File: config.mk
export PLATFORM = sky130hd
export DESIGN_NAME = gray_2_bin_pipe
export DESIGN_NICKNAME = d
export VERILOG_FILES = /design/src/rtl/gray_2_bin_pipe_pkg.sv /design/src/rtl/gray_2_bin_stage.sv /design/src/rtl/gray_2_bin_pipe.sv
export SDC_FILE = /design/constraint.sdc
export NUM_CORES = 1
export LEC_CHECK = 0
export CAP_MARGIN = 20
export CORE_ASPECT_RATIO = 0.6
export CORE_UTILIZATION = 45
export DETAILED_ROUTE_END_ITERATION = 12
export MAX_ROUTING_LAYER = met4
export PLACE_DENSITY = 0.76
export SLEW_MARGIN = 0
export SYNTH_ARGS = -nofsm -noshare
export SYNTH_HDL_FRONTEND = slang
export SYNTH_HIERARCHICAL = 1
export SYNTH_SLANG_ARGS = --single-unit
File: constraint.sdc
create_clock -name clk_i -period 1.35 [get_ports clk_i]
set_input_delay 0.135 -clock clk_i [delete_from_list [all_inputs] [get_ports clk_i]]
set_output_delay 0.135 -clock clk_i [all_outputs]
set_load 0.01 [all_outputs]
File: src/rtl/gray_2_bin_pipe_pkg.sv
// gray_pkg: shared helpers for the pipelined Gray-to-binary decoder.
//   gray_chunk_size - bits resolved per pipeline stage (ceil(width/stages))
//   gray_chunk_hi/lo - bit range owned by stage k (hi < lo means empty chunk)
//   gray_payload_w  - width of the stage payload {valid, data, carry, step_err}
//   gray_multi_bit  - true when more than one bit of a difference word is set
package gray_pkg;

    // Widest code the step checker's helper handles.
    localparam int GRAY_MAX_W = 64;

    function automatic int gray_chunk_size(input int width, input int stages);
        return (width + stages - 1) / stages;
    endfunction

    function automatic int gray_chunk_hi(input int width, input int ch, input int k);
        return width - 1 - k * ch;
    endfunction

    function automatic int gray_chunk_lo(input int width, input int ch, input int k);
        int lo;
        lo = width - (k + 1) * ch;
        return (lo < 0) ? 0 : lo;
    endfunction

    // valid + data + carry + step_err
    function automatic int gray_payload_w(input int width);
        return width + 3;
    endfunction

    // x & (x-1) clears the lowest set bit; anything left means >1 bit set.
    function automatic logic gray_multi_bit(input logic [GRAY_MAX_W-1:0] diff);
        return (diff & (diff - GRAY_MAX_W'(1))) != '0;
    endfunction

endpackage

File: src/rtl/gray_2_bin_stage.sv
// gray_2_bin_stage: one pipeline slice of the Gray-to-binary decoder.
// Resolves binary bits [HI:LO] of the word from the incoming carry (the last
// binary bit resolved upstream) and registers the payload when en_i is high.
// An empty chunk (HI < LO) passes the payload through a register unchanged.
// Ports:
//   clk_i, rst_i - clock, synchronous active-high reset
//   en_i         - global pipeline advance
//   pl_i         - incoming payload {valid, data, carry, step_err}
//   pl_o         - registered payload
module gray_2_bin_stage
    import gray_pkg::*;
#(
    parameter int WIDTH = 8,
    parameter int HI    = 7,
    parameter int LO    = 0
) (
    input  logic                              clk_i,
    input  logic                              rst_i,
    input  logic                              en_i,
    input  logic [gray_payload_w(WIDTH)-1:0]  pl_i,
    output logic [gray_payload_w(WIDTH)-1:0]  pl_o
);

    typedef struct packed {
        logic             valid;
        logic [WIDTH-1:0] data;
        logic             carry;
        logic             step_err;
    } payload_t;

    payload_t in_s;
    payload_t pl_d;
    payload_t pl_q;

    assign in_s = pl_i;

    // Prefix XOR from the MSB side of this chunk; carry ends as the lowest
    // resolved binary bit so the next stage can continue the chain.
    always_comb begin
        pl_d = in_s;
        for (int i = WIDTH - 1; i >= 0; i--) begin
            if (i <= HI && i >= LO) begin
                pl_d.carry   = pl_d.carry ^ in_s.data[i];
                pl_d.data[i] = pl_d.carry;
            end
        end
    end

    // Stage register
    always_ff @(posedge clk_i) begin
        if (rst_i) begin
            pl_q <= '0;
        end else if (en_i) begin
            pl_q <= pl_d;
        end
    end

    assign pl_o = pl_q;

endmodule

File: src/rtl/gray_2_bin_pipe.sv
// gray_2_bin_pipe: pipelined Gray-to-binary decoder with valid/ready stream
// interface and a single-bit-step integrity checker.
// Ports:
//   clk_i, rst_i   - clock, synchronous active-high reset
//   gray_i         - Gray code input, qualified by in_valid_i
//   in_ready_o     - block accepts gray_i this cycle
//   bin_o          - decoded binary, qualified by out_valid_o
//   step_err_o     - this beat differed from the previous accepted code in >1 bit
//   out_ready_i    - downstream accepts the output beat
//   clr_err_i      - clears err_sticky_o (a simultaneous new error wins)
//   err_sticky_o   - a step error was consumed since reset or last clear
// WIDTH must be in 2..GRAY_MAX_W, STAGES in 1..WIDTH.
module gray_2_bin_pipe
    import gray_pkg::*;
#(
    parameter int WIDTH  = 8,
    parameter int STAGES = 2
) (
    input  logic             clk_i,
    input  logic             rst_i,
    input  logic [WIDTH-1:0] gray_i,
    input  logic             in_valid_i,
    output logic             in_ready_o,
    output logic [WIDTH-1:0] bin_o,
    output logic             step_err_o,
    output logic             out_valid_o,
    input  logic             out_ready_i,
    input  logic             clr_err_i,
    output logic             err_sticky_o
);

    localparam int CH = gray_chunk_size(WIDTH, STAGES);
    localparam int PW = gray_payload_w(WIDTH);

    typedef struct packed {
        logic             valid;
        logic [WIDTH-1:0] data;
        logic             carry;
        logic             step_err;
    } payload_t;

    logic             en;
    logic             accept;
    logic             step_err;
    payload_t         head_s;
    payload_t         tail_s;
    logic [PW-1:0]    pl [STAGES+1];

    logic [WIDTH-1:0] prev_q, prev_d;
    logic             prev_valid_q, prev_valid_d;
    logic             sticky_q, sticky_d;
    logic             unused_carry;

    // Single global enable: the whole pipe advances or holds together, so
    // in-flight capacity is exactly STAGES beats.
    assign en         = !tail_s.valid || out_ready_i;
    assign in_ready_o = en;
    assign accept     = in_valid_i && en;

    // Step checker: compared against the previously accepted code only.
    assign step_err = prev_valid_q && gray_multi_bit(GRAY_MAX_W'(prev_q ^ gray_i));

    // Carry into the MSB is 0, so bin[WIDTH-1] = gray[WIDTH-1].
    always_comb begin
        head_s.valid    = in_valid_i;
        head_s.data     = gray_i;
        head_s.carry    = 1'b0;
        head_s.step_err = step_err;
    end

    assign pl[0] = head_s;

    for (genvar k = 0; k < STAGES; k++) begin : g_stage
        localparam int HI_K = gray_chunk_hi(WIDTH, CH, k);
        localparam int LO_K = gray_chunk_lo(WIDTH, CH, k);
        gray_2_bin_stage #(
            .WIDTH (WIDTH),
            .HI    (HI_K),
            .LO    (LO_K)
        ) u_stage (
            .clk_i (clk_i),
            .rst_i (rst_i),
            .en_i  (en),
            .pl_i  (pl[k]),
            .pl_o  (pl[k+1])
        );
    end

    assign tail_s       = pl[STAGES];
    assign unused_carry = tail_s.carry;

    assign out_valid_o  = tail_s.valid;
    assign bin_o        = tail_s.data;
    assign step_err_o   = tail_s.step_err;
    assign err_sticky_o = sticky_q;

    always_comb begin
        prev_d       = prev_q;
        prev_valid_d = prev_valid_q;
        if (accept) begin
            prev_d       = gray_i;
            prev_valid_d = 1'b1;
        end
        sticky_d = sticky_q;
        if (clr_err_i) begin
            sticky_d = 1'b0;
        end
        if (tail_s.valid && out_ready_i && tail_s.step_err) begin
            sticky_d = 1'b1;
        end
    end

    always_ff @(posedge clk_i) begin
        if (rst_i) begin
            prev_valid_q <= 1'b0;
            sticky_q     <= 1'b0;
        end else begin
            prev_valid_q <= prev_valid_d;
            sticky_q     <= sticky_d;
        end
    end

    // History word is only meaningful while prev_valid_q is set.
    always_ff @(posedge clk_i) begin
        prev_q <= prev_d;
    end

endmodule
; Word-level counts from Yosys, hierarchy flattened
; Index checks and enable logic that the tools add are counted.
[totals]
ff_bits = 31
input_bits = 13
output_inout_bits = 12
elab_cells = 30
[op_classes]
add_sub_neg = 1
muxes = 2
n_bitwise = 9
n_reduce_logical = 8
[op_table]
columns = op, count
row1 = $and 8x64->64, 1
row2 = $reduce_bool 64->1, 1
row3 = $sub 8x1->9 const B, 1
row4 = $xor 8x8->8, 1
row5 = $xor 1x1->1, 7
row6 = $logic_and 1x1->1, 4
row7 = $mux 1, 2
row8 = $reduce_bool 2->1, 1
row9 = $logic_not 1->1, 1
row10 = $logic_or 1x1->1, 1

; Longest topological paths before layout
; Gate-level depths: netlist of the first run.
[depth]
depth_word = 5
mapped_depth = 6
ltp_nobuf = 6

; Modules after synthesis
; The synthesis of the first run kept the hierarchy.
[modules_own_cells]
columns = module, n_inst, cells_each, area_each_um2, seq_area_each_um2
row1 = gray_2_bin_stage, 2, 39, 409.1, 200.2
row2 = gray_2_bin_pipe, 1, 35, 505.5, 280.3

; Worst setup path after synthesis of the first run
; OpenSTA, ideal clock, no wires.
[synth_timing]
path_type = reg2reg
start = register prev_q[1]
end = register g_stage[0].u_stage.pl_q, in the netlist g_stage[0].u_stage/pl_o[0]
setup_ps = 128
t_arrival_ps = 1283
required_time_ps = 1222
slack_ps = -61
stages_incl_launch_ff = 7
path_buffers = 0
period_less_slack_ps = 1411
cell_sequence = edfxtp_1 > xnor2_2 > nand4_1 > a2111oi_2 > o22ai_1 > mux2i_1 > nor2_1
[synth_rtl]
columns = item, line
row1 = start: declaration, gray_2_bin_pipe.sv:49  ; logic [WIDTH-1:0] prev_q, prev_d;
row2 = start signal: assignment, gray_2_bin_pipe.sv:125  ; prev_q <= prev_d;
row3 = end signal: assignment, gray_2_bin_stage.sv:54  ; pl_q <= pl_d;
row4 = end: declaration, gray_2_bin_stage.sv:33  ; payload_t pl_q;

==> results of run 1 <==
==> final timing paths <==
| check | depth (start not counted) | to | from |
|---|---|---|---|
| worst max-delay path | 6 | g_stage[0].u_stage/pl_o[0] | prev_q[1] |
| worst min-delay path | 3 | err_sticky_o | out_ready_i |
| worst max register to register | 6 | g_stage[0].u_stage/pl_o[0] | prev_q[1] |
| worst min register to register | 2 | g_stage[0].u_stage/pl_o[9] | g_stage[0].u_stage/pl_o[9] |
==> layer usage <==
layer	vias up	part of all wire
li1	494	-
met1	460	0.44
met2	20	0.50
met3	6	0.039
met4	0	0.016
met5	-	0
==> report_power, final <==
group	switching (uW)	internal (uW)	leakage [uW]
Clock	329	410	0.0000482
Sequential	46.9	1000	0.000260
Combinational	196	287	0.000542
==> placed cells by master, fill, tap and decap left out, types with 3 or more instances in the layout <==
| master | instances |
|---|---|
| xnor2_1 | 6 |
| a211oi_1 | 4 |
| buf_4 | 25 |
| clkbuf_8 | 6 |
| nor2_1 | 20 |
| inv_1 | 3 |
| clkdlybuf4s50_1 | 21 |
| xor2_1 | 3 |
| dfxtp_1 | 22 |
| edfxtp_1 | 8 |
| xnor2_2 | 6 |
| mux2i_1 | 14 |
==> flip-flops by register name, indices dropped and copies added (netlist names) <==
register,count
prev_q,8
g_stage.u_stage/pl_o,20
prev_valid_q,1
err_sticky_o,1
==> timing repair <==
item,in CTS,in global routing
hold buffers,0,0
resized for setup,4,2
endpoints found under the setup margin,5,3
pin swaps,1,0
buffers inserted,1,0
==> worst max-delay path, cell delays in order (launching register included) <==
cell       delay, ps
edfxtp_1         410
xnor2_2          190
nand4_1          180
a2111oi_4        330
o22ai_1          120
mux2i_1          160
nor2_1            60
==> logic make-up after synthesis <==
logic type               after synthesis  share of synthesized area
multiplexers                          14                      0.106
other                                  1                    0.00283
XOR/XNOR                              16                      0.154
buffers and inverters                  9                     0.0331
adder cells (fa/ha/maj)                1                    0.00756
AO/OA/AOI/OAI                         13                     0.0747
AND/OR/NAND/NOR                       29                      0.108
flip-flops                            30                      0.514
==> per-stage QoR <==
step / setup WS, ps / util
floorplan: -51.8 / -
global placement: -351 / 0.674
detailed placement: -412 / 0.674
CTS: -159 / 0.713
global route: -293 / 0.719
finish: -217 / 0.719
==> layout make-up <==
class,instances,area share
Sequential cell,30,0.358
Tap cell,40,0.0263
Timing Repair Buffer,50,0.236
Multi-Input combinational cell,74,0.326
Inverter,3,0.00592
Clock buffer,7,0.0454
Clock inverter,1,0.00263
==> results by group, run 1 <==
Placed design
  • Placed inst area: 1780 um2
  • Input/output buffers: 24
  • Dpl cells: 196
  • DP Wirelength: 2050 um
  • GP Congestion: 0.747

Finish
  • Layout area overhead: 43.6%
  • Layout Cells excl Fill: 205
  • Layout cells sized above 1: 0.255
  • Final net count: 177
  • Area of the multi-input gates: 619 um2
  • Antenna diodes: 0
  • Filler cell count: 185
  • Register area: 681 um2
  • Final instance area: 1900 um2

Routing
  • Number of remaining DRC errors: 0
  • Antenna-violating nets left: 0
  • DR WL/cell: 13.5 um
  • TritonRoute pass-1 iters: 4
  • Vias per cell: 4.78
  • Detailed-route via count: 980
  • DR iter-0 viols: 32
  • Routed WL: 2760 um

Clock tree
  • CTS tree: done
  • CTS Buf Count: 5
  • Clk_lat worst skew: 280 ps
  • Clk Tree Root Cell: clkbuf_8
  • CTS Buffer Depth: 2
  • CTS H-tree lvls: 2
  • # clock sinks: 30
  • Worst-path clk slew: 60 ps

Timing
  • Fin crit share: 1.16
  • Max-slew violation count: 0
  • Hold slack final: 462 ps
  • Layout Skew: 2.23 ps
  • Final Hold Fails: 0
  • Setup violators final: 2
  • Setup ws final: -217 ps
  • Fmax: 638 MHz
  • Crit path time final: 1570 ps
  • RSZ-0062 raised after global routing: true
  • Setup TNS Final: -350 ps

Global routing
  • Overall global routing resource usage: 0.209
  • Busiest grt layer: met2
  • First-pass GRT wire length: 4530 um
  • Met2 usage: 0.370
  • Met1 Track Usage GR: 0.214
  • Largest net degree at the start of global routing: 13
  • Grt total ovfl: 0
  • Vias in the first global route: 1034
  • GR Util met3: 0.0752
  • Number of antenna violations at the first check in global routing: 0

Critical path
  • Worst setup SP type: flop
  • Worst-path fanout max: 2
  • WP data required: 1520 ps
  • Crit path DAT: 1740 ps
  • Setup CP Type: flop to flop
  • Flop2flop setup slack: -220 ps
  • Critical path endpoint category: flop

Run status
  • Failing checks: negative setup slack
  • Outcome: finished, violations left

Hold path
  • Worst min-delay path class: primary input to flop

Floorplanning
  • Ports: 25
  • Core ar.: 2650 um2
  • Die height: 44.0 um
  • Starting density of the core: 0.500
  • Die Area: 3170 um2
  • Row Count: 14
  • Die X: 72.0 um

Logic synthesis
  • Ys flop type: dfxtp_1
  • Register area share after synthesis: 0.514
  • Asr flop ratio synth: 0
  • Syn nets: 126
  • Mean Syn Cell Area: 11.7 um2
  • Count leader, synth: dfxtp_1
  • Yosys warns: 6
  • Synth Instances: 113
  • Synth area leaders: dfxtp_1 (33%), edfxtp_1 (18%), mux2i_1 (11%)
  • Post-synth cell types: 27
  • Synth cell count leaders: dfxtp_1 (22), nor2_1 (20), mux2i_1 (14)
  • Synth top area share: 0.333
  • Number of synthesized flops with an enable pin: 8
  • Register bit total from synthesis: 30
  • Yosys top cell by area: dfxtp_1
  • Mapped cell area: 1320 um2

Flow run
  • MaxCap Viol Count: 0

Pwr
  • PwrDens: 1200 nW/um2
  • Leak: 0.000850 uW
  • Tot Pwr: 2270 uW
  • VDD IR max: 0.801 mV
Power figures use the tool's default switching activity.
==> run 2, diff against run 1 <==
CORE_UTILIZATION = 50   (was 45)
PLACE_DENSITY = 0.8   (was 0.76)
clock period = 1.6 ns   (was 1.35 ns; I/O delays follow)
==> run 2 against run 1 <==
  * The flow now finishes without violations
  * Largest cell class unchanged
  * Maximum frequency fell by 1.4%
  * Core utilization rose by 1.5 points
  * First-iteration DRC count rose by 75%
  * Combinational power fell by 23%
==> results by group, run 2 (synthesis results as in run 1) <==
Timing
  • RSZ-0062 raised after global routing: true
  • Layout Skew: 4.15 ps
  • Setup violators final: 0
  • Final Hold Fails: 0
  • Max-slew violation count: 0
  • Hold slack final: 471 ps
  • Crit path time final: 1590 ps
  • Fmax: 629 MHz
  • Fin crit share: 0.994

Routing
  • Antenna-violating nets left: 0
  • TritonRoute pass-1 iters: 4
  • DR WL/cell: 13.3 um
  • Number of remaining DRC errors: 0
  • Detailed-route via count: 960
  • Routed WL: 2550 um
  • Vias per cell: 5.00
  • DR iter-0 viols: 56

Clock tree
  • CTS H-tree lvls: 2
  • # clock sinks: 30
  • Worst-path clk slew: 60 ps
  • Hold Buf Count CTS: 0
  • Clk Tree Root Cell: clkbuf_8
  • CTS tree: done
  • CTS Buf Count: 5
  • CTS Buffer Depth: 2
  • Clk_lat worst skew: 270 ps

Finish
  • Final Util: 0.734
  • Layout cells sized above 1: 0.225
  • Final instance area: 1840 um2
  • Antenna diodes: 0
  • Max reg flops: 20
  • Layout area overhead: 38.8%
  • Area of the multi-input gates: 614 um2
  • Filler cell count: 178
  • Final net count: 172
  • Most frequent cells in the layout: clkdlybuf4s50_1 (24), dfxtp_1 (22), nor2_1 (20), buf_4 (20), mux2i_1 (14)
  • Register area: 681 um2
  • Commonest non-fill, non-tap cell in the layout: clkdlybuf4s50_1
  • Layout Cells excl Fill: 192

Critical path
  • WP data required: 1770 ps
  • Worst-path fanout max: 3
  • Worst reg2reg path depth: 6
  • Crit path DAT: 1760 ps
  • Critical path endpoint category: flop
  • Worst reg2reg path startpoint: prev_q[0]
  • Worst setup SP type: flop
  • Setup CP Type: flop to flop
  • RR Endpoint: g_stage[0].u_stage/pl_o[0]
  • Flop2flop setup slack: 10 ps

Global routing
  • First-pass GRT wire length: 4210 um
  • Vias in the first global route: 991
  • Grt total ovfl: 0
  • Number of antenna violations at the first check in global routing: 0
  • Largest net degree at the start of global routing: 13
  • Overall global routing resource usage: 0.213

Hold path
  • Worst hold path depth: 3
  • Worst min-delay path class: primary input to flop
  • Worst hold start: out_ready_i
  • Hold EP: err_sticky_o

Floorplanning
  • Die Area: 2860 um2
  • Row Count: 14
  • Die height: 41.9 um
  • Core ar.: 2500 um2
  • Die X: 68.4 um
  • Starting density of the core: 0.528
  • Ports: 25

Placed design
  • Input/output buffers: 24
  • Placed inst area: 1730 um2
  • GP Congestion: 0.758
  • DP Wirelength: 1950 um
  • Dpl cells: 183

Pwr
  • VDD IR max: 0.745 mV
  • PwrDens: 991 nW/um2
  • Leak: 0.000794 uW

Flow run
  • MaxCap Viol Count: 0

Run status
  • Outcome: completed
## run 2: changes by cell type in the layout (fill, tap and decap cells not counted)
cell,delta
buf_4,-5
nand2b_2,+1
nand2b_4,-1
clkinv_1,+1
dlymetal6s2s_1,-1
dlygate4sd2_1,-2
clkdlybuf4s50_1,+3
clkbuf_8,-1
## run 2: how the worst max path moves through the flow
stage           startpoint                         end  depth (start not counted)  slack, ps
2_1_floorplan    prev_q[1]  g_stage[0].u_stage/pl_o[0]                          6        190
4_1_cts        out_ready_i                  in_ready_o                          3         20
5_1_grt          prev_q[1]  g_stage[0].u_stage/pl_o[0]                          6       -140
3_3_place_gp     gray_i[7]  g_stage[0].u_stage/pl_o[0]                          6       -160
3_5_place_dp     gray_i[1]  g_stage[0].u_stage/pl_o[0]                          7       -250
6_report         prev_q[0]  g_stage[0].u_stage/pl_o[0]                          6         10
## run 2: per-layer routing
metal / global-route usage / vias to the layer above / part of all wire
met4: 0.0583 / 0 / 0
met5: - / - / 0
met2: 0.347 / 29 / 0.50
li1: - / 486 / -
met3: 0.0852 / 0 / 0.056
met1: 0.239 / 445 / 0.45
## run 2: final cells by class
class / instances / share of cell area
clock buffer: 6 / 0.0395
clock inverter: 2 / 0.00477
inverter: 3 / 0.00613
multi-input combinational: 74 / 0.334
sequential: 30 / 0.370
tap: 32 / 0.0218
timing repair buffer: 45 / 0.223
## run 2: stage by stage
stage	setup TNS, ps	total power [uW]	setup WS [ps]
after floorplan	0	1090	189
after global placement	-314	1250	-158
after detailed placement	-440	1270	-247
after CTS	0	1840	20.5
after global routing	-141	1920	-141
final	0	1820	10.3
## run 2: power breakdown
part	leakage, uW	internal [uW]	total, uW	switching, uW
Clock	0.0000426	298	562	264
Sequential	0.000260	846	887	41.1
Combinational	0.000491	215	372	157
## run 2: what timing repair did
item,in CTS,in global routing
resized for setup,0,2
setup buffers,0,1
setup endpoints to repair,0,2
## run 2: worst max-delay path: stages (launching register included)
cell	delay, ps
edfxtp_1	410
xnor2_2	190
nand4_1	220
a2111oi_4	340
o22ai_1	120
mux2i_1	140
nor2_1	60
==> run 3, diff against run 2 <==
SKIP_LAST_GASP = 1   (was unset)
clock period = 1.7 ns   (was 1.6 ns; I/O delays follow)
==> run 3 against run 2 <==
  * Sequential share of layout area is 0.41 points higher
  * Non-clock buffer count decreased by 2
  * First-iteration DRC count down 8.9%
  * Routed wire length down 2.7%
  * Register-to-register slack better by 100 ps
  * Clock-buffer cell count unchanged
  * Critical path depth decreased by 3
  * Cell area decreased by 1.1%
  * Global-route usage grew 0.072 points
  * Clock skew fell by 3.1 ps
  * Critical path type is now primary input to output port
  * Largest cell class unchanged
  * Highest routed layer is now met4
==> results by group, run 3 (synthesis results as in run 1) <==
Clock tree
  • Worst-path clk slew: 60 ps
  • CTS Buffer Depth: 2
  • Postcts setup bufs: 0
  • Post_cts resized: 0
  • Clk Tree Root Cell: clkbuf_8
  • Hold Buf Count CTS: 0
  • # clock sinks: 30
  • CTS Buf Count: 5
  • Clk_lat worst skew: 280 ps
  • CTS H-tree lvls: 2
  • CTS tree: done

Floorplanning
  • Ports: 25
  • Die Area: 2860 um2
  • Die height: 41.9 um
  • Core ar.: 2500 um2
  • Die X: 68.4 um
  • Row Count: 14
  • Starting density of the core: 0.528

Timing
  • Setup violators final: 0
  • Fin crit share: 0.959
  • Fmax: 614 MHz
  • Setup ws final: 70.5 ps
  • Max-slew violation count: 0
  • Hold slack final: 466 ps
  • Setup TNS Final: 0 ps
  • RSZ-0062 raised after global routing: false
  • Layout Skew: 1.08 ps
  • Crit path time final: 1630 ps
  • Final Hold Fails: 0

Global routing
  • First-pass GRT wire length: 4220 um
  • Vias in the first global route: 950
  • Overall global routing resource usage: 0.213
  • Grt total ovfl: 0
  • Largest net degree at the start of global routing: 11
  • Number of antenna violations at the first check in global routing: 0

Routing
  • DR WL/cell: 13.1 um
  • TritonRoute pass-1 iters: 4
  • DR iter-0 viols: 51
  • Number of remaining DRC errors: 0
  • Vias per cell: 4.98
  • Routed WL: 2480 um
  • Detailed-route via count: 947
  • Antenna-violating nets left: 0

Critical path
  • Worst reg2reg path startpoint: prev_q[1]
  • CP dominant cell by count: clkdlybuf4s50_1
  • Cell breakdown of the critical path: clkdlybuf4s50_1 > nand2b_1 > clkdlybuf4s50_1
  • Critical path endpoint category: output port
  • Setup CP Type: primary input to output port
  • Flop2flop setup slack: 110 ps
  • Largest stage delay, worst path: 580 ps
  • Crit path DAT: 1460 ps
  • WP data required: 1530 ps
  • RR Endpoint: g_stage[0].u_stage/pl_o[0]
  • Worst reg2reg path depth: 6
  • Worst path slowest cell: clkdlybuf4s50_1
  • Worst setup SP type: primary input
  • Worst-path fanout max: 5

Finish
  • Antenna diodes: 0
  • Max reg flops: 20
  • Layout cells sized above 1: 0.222
  • Layout Cells excl Fill: 190
  • Final net count: 170
  • Commonest non-fill, non-tap cell in the layout: clkdlybuf4s50_1
  • Most frequent cells in the layout: clkdlybuf4s50_1 (24), dfxtp_1 (22), nor2_1 (20)
  • Layout area overhead: 37.3%
  • Final instance area: 1820 um2

Hold path
  • Worst hold start: err_sticky_o
  • Hold EP: err_sticky_o
  • Worst hold path depth: 2
  • Worst min-delay path class: flop to flop

Placed design
  • Setup WS pre-CTS: -141 ps
  • Input/output buffers: 24
  • DP Wirelength: 1930 um
  • GP Congestion: 0.754
  • Placed inst area: 1710 um2
  • Dpl cells: 182

Pwr
  • Leak: 0.000793 uW
  • Sequential share of power: 0.462
  • Pint: 1360 uW
  • VDD IR max: 0.693 mV
  • Combinational power share: 0.185
  • Psw: 446 uW
  • Sw Ratio: 0.247
  • PwrDens: 994 nW/um2
  • Clk pwr share: 0.353

Run status
  • Outcome: completed

Flow run
  • MaxCap Viol Count: 0
run 3: cell types whose count changed in the layout (fill, tap and decap cells not counted):
cell,change
a2111oi_2,+1
a2111oi_4,-1
buf_12,-1
buf_4,-1
clkbuf_1,-1
clkbuf_16,+1
clkinv_1,-1
clkinv_2,+1
nand2b_1,+1
nand2b_2,-1
run 3: layout make-up:
class	instances	area (um2)
well taps	32	40.0
inverters	3	11.3
clock buffers	6	93.8
repair buffers	43	383
multi-input cells	74	599
fillers	175	687
flip-flops and latches	30	681
clock inverters	2	10.0
run 3: through the flow:
stage	total power (uW)	util
6_report	1810	0.726
3_3_place_gp	1170	0.684
4_1_cts	1820	0.726
2_1_floorplan	1030	-
3_5_place_dp	1190	0.684
5_1_grt	1890	0.726
run 3: power groups by stage:
stage	logic (uW)	clock network [uW]	registers [uW]
4_1_cts	336	648	836
3_3_place_gp	323	0	847
6_report	334	637	835
2_1_floorplan	174	0	853
3_5_place_dp	335	0	851
5_1_grt	364	681	841
run 3: worst max path at each step:
stage	cells past startpoint	endpoint	startpoint
after floorplan	6	g_stage[0].u_stage/pl_o[0]	prev_q[1]
after global placement	6	g_stage[0].u_stage/pl_o[0]	gray_i[7]
after detailed placement	7	g_stage[0].u_stage/pl_o[0]	gray_i[0]
after CTS	3	in_ready_o	out_ready_i
after global routing	3	in_ready_o	out_ready_i
final	3	in_ready_o	out_ready_i
run 3: worst max-delay path, delay by kind of cell:
kind | cells | cell delay (ps)
buffers and inverters | 2 | 1050
and+or+nand+nor | 1 | 240
run 3: metal layers:
metal | share of wire | global-route usage | wire [um]
met2 | 0.49 | 0.341 | 1210
met4 | 0.0077 | 0.0500 | 19
met5 | 0 | - | 0
met1 | 0.46 | 0.251 | 1140
met3 | 0.044 | 0.0824 | 110
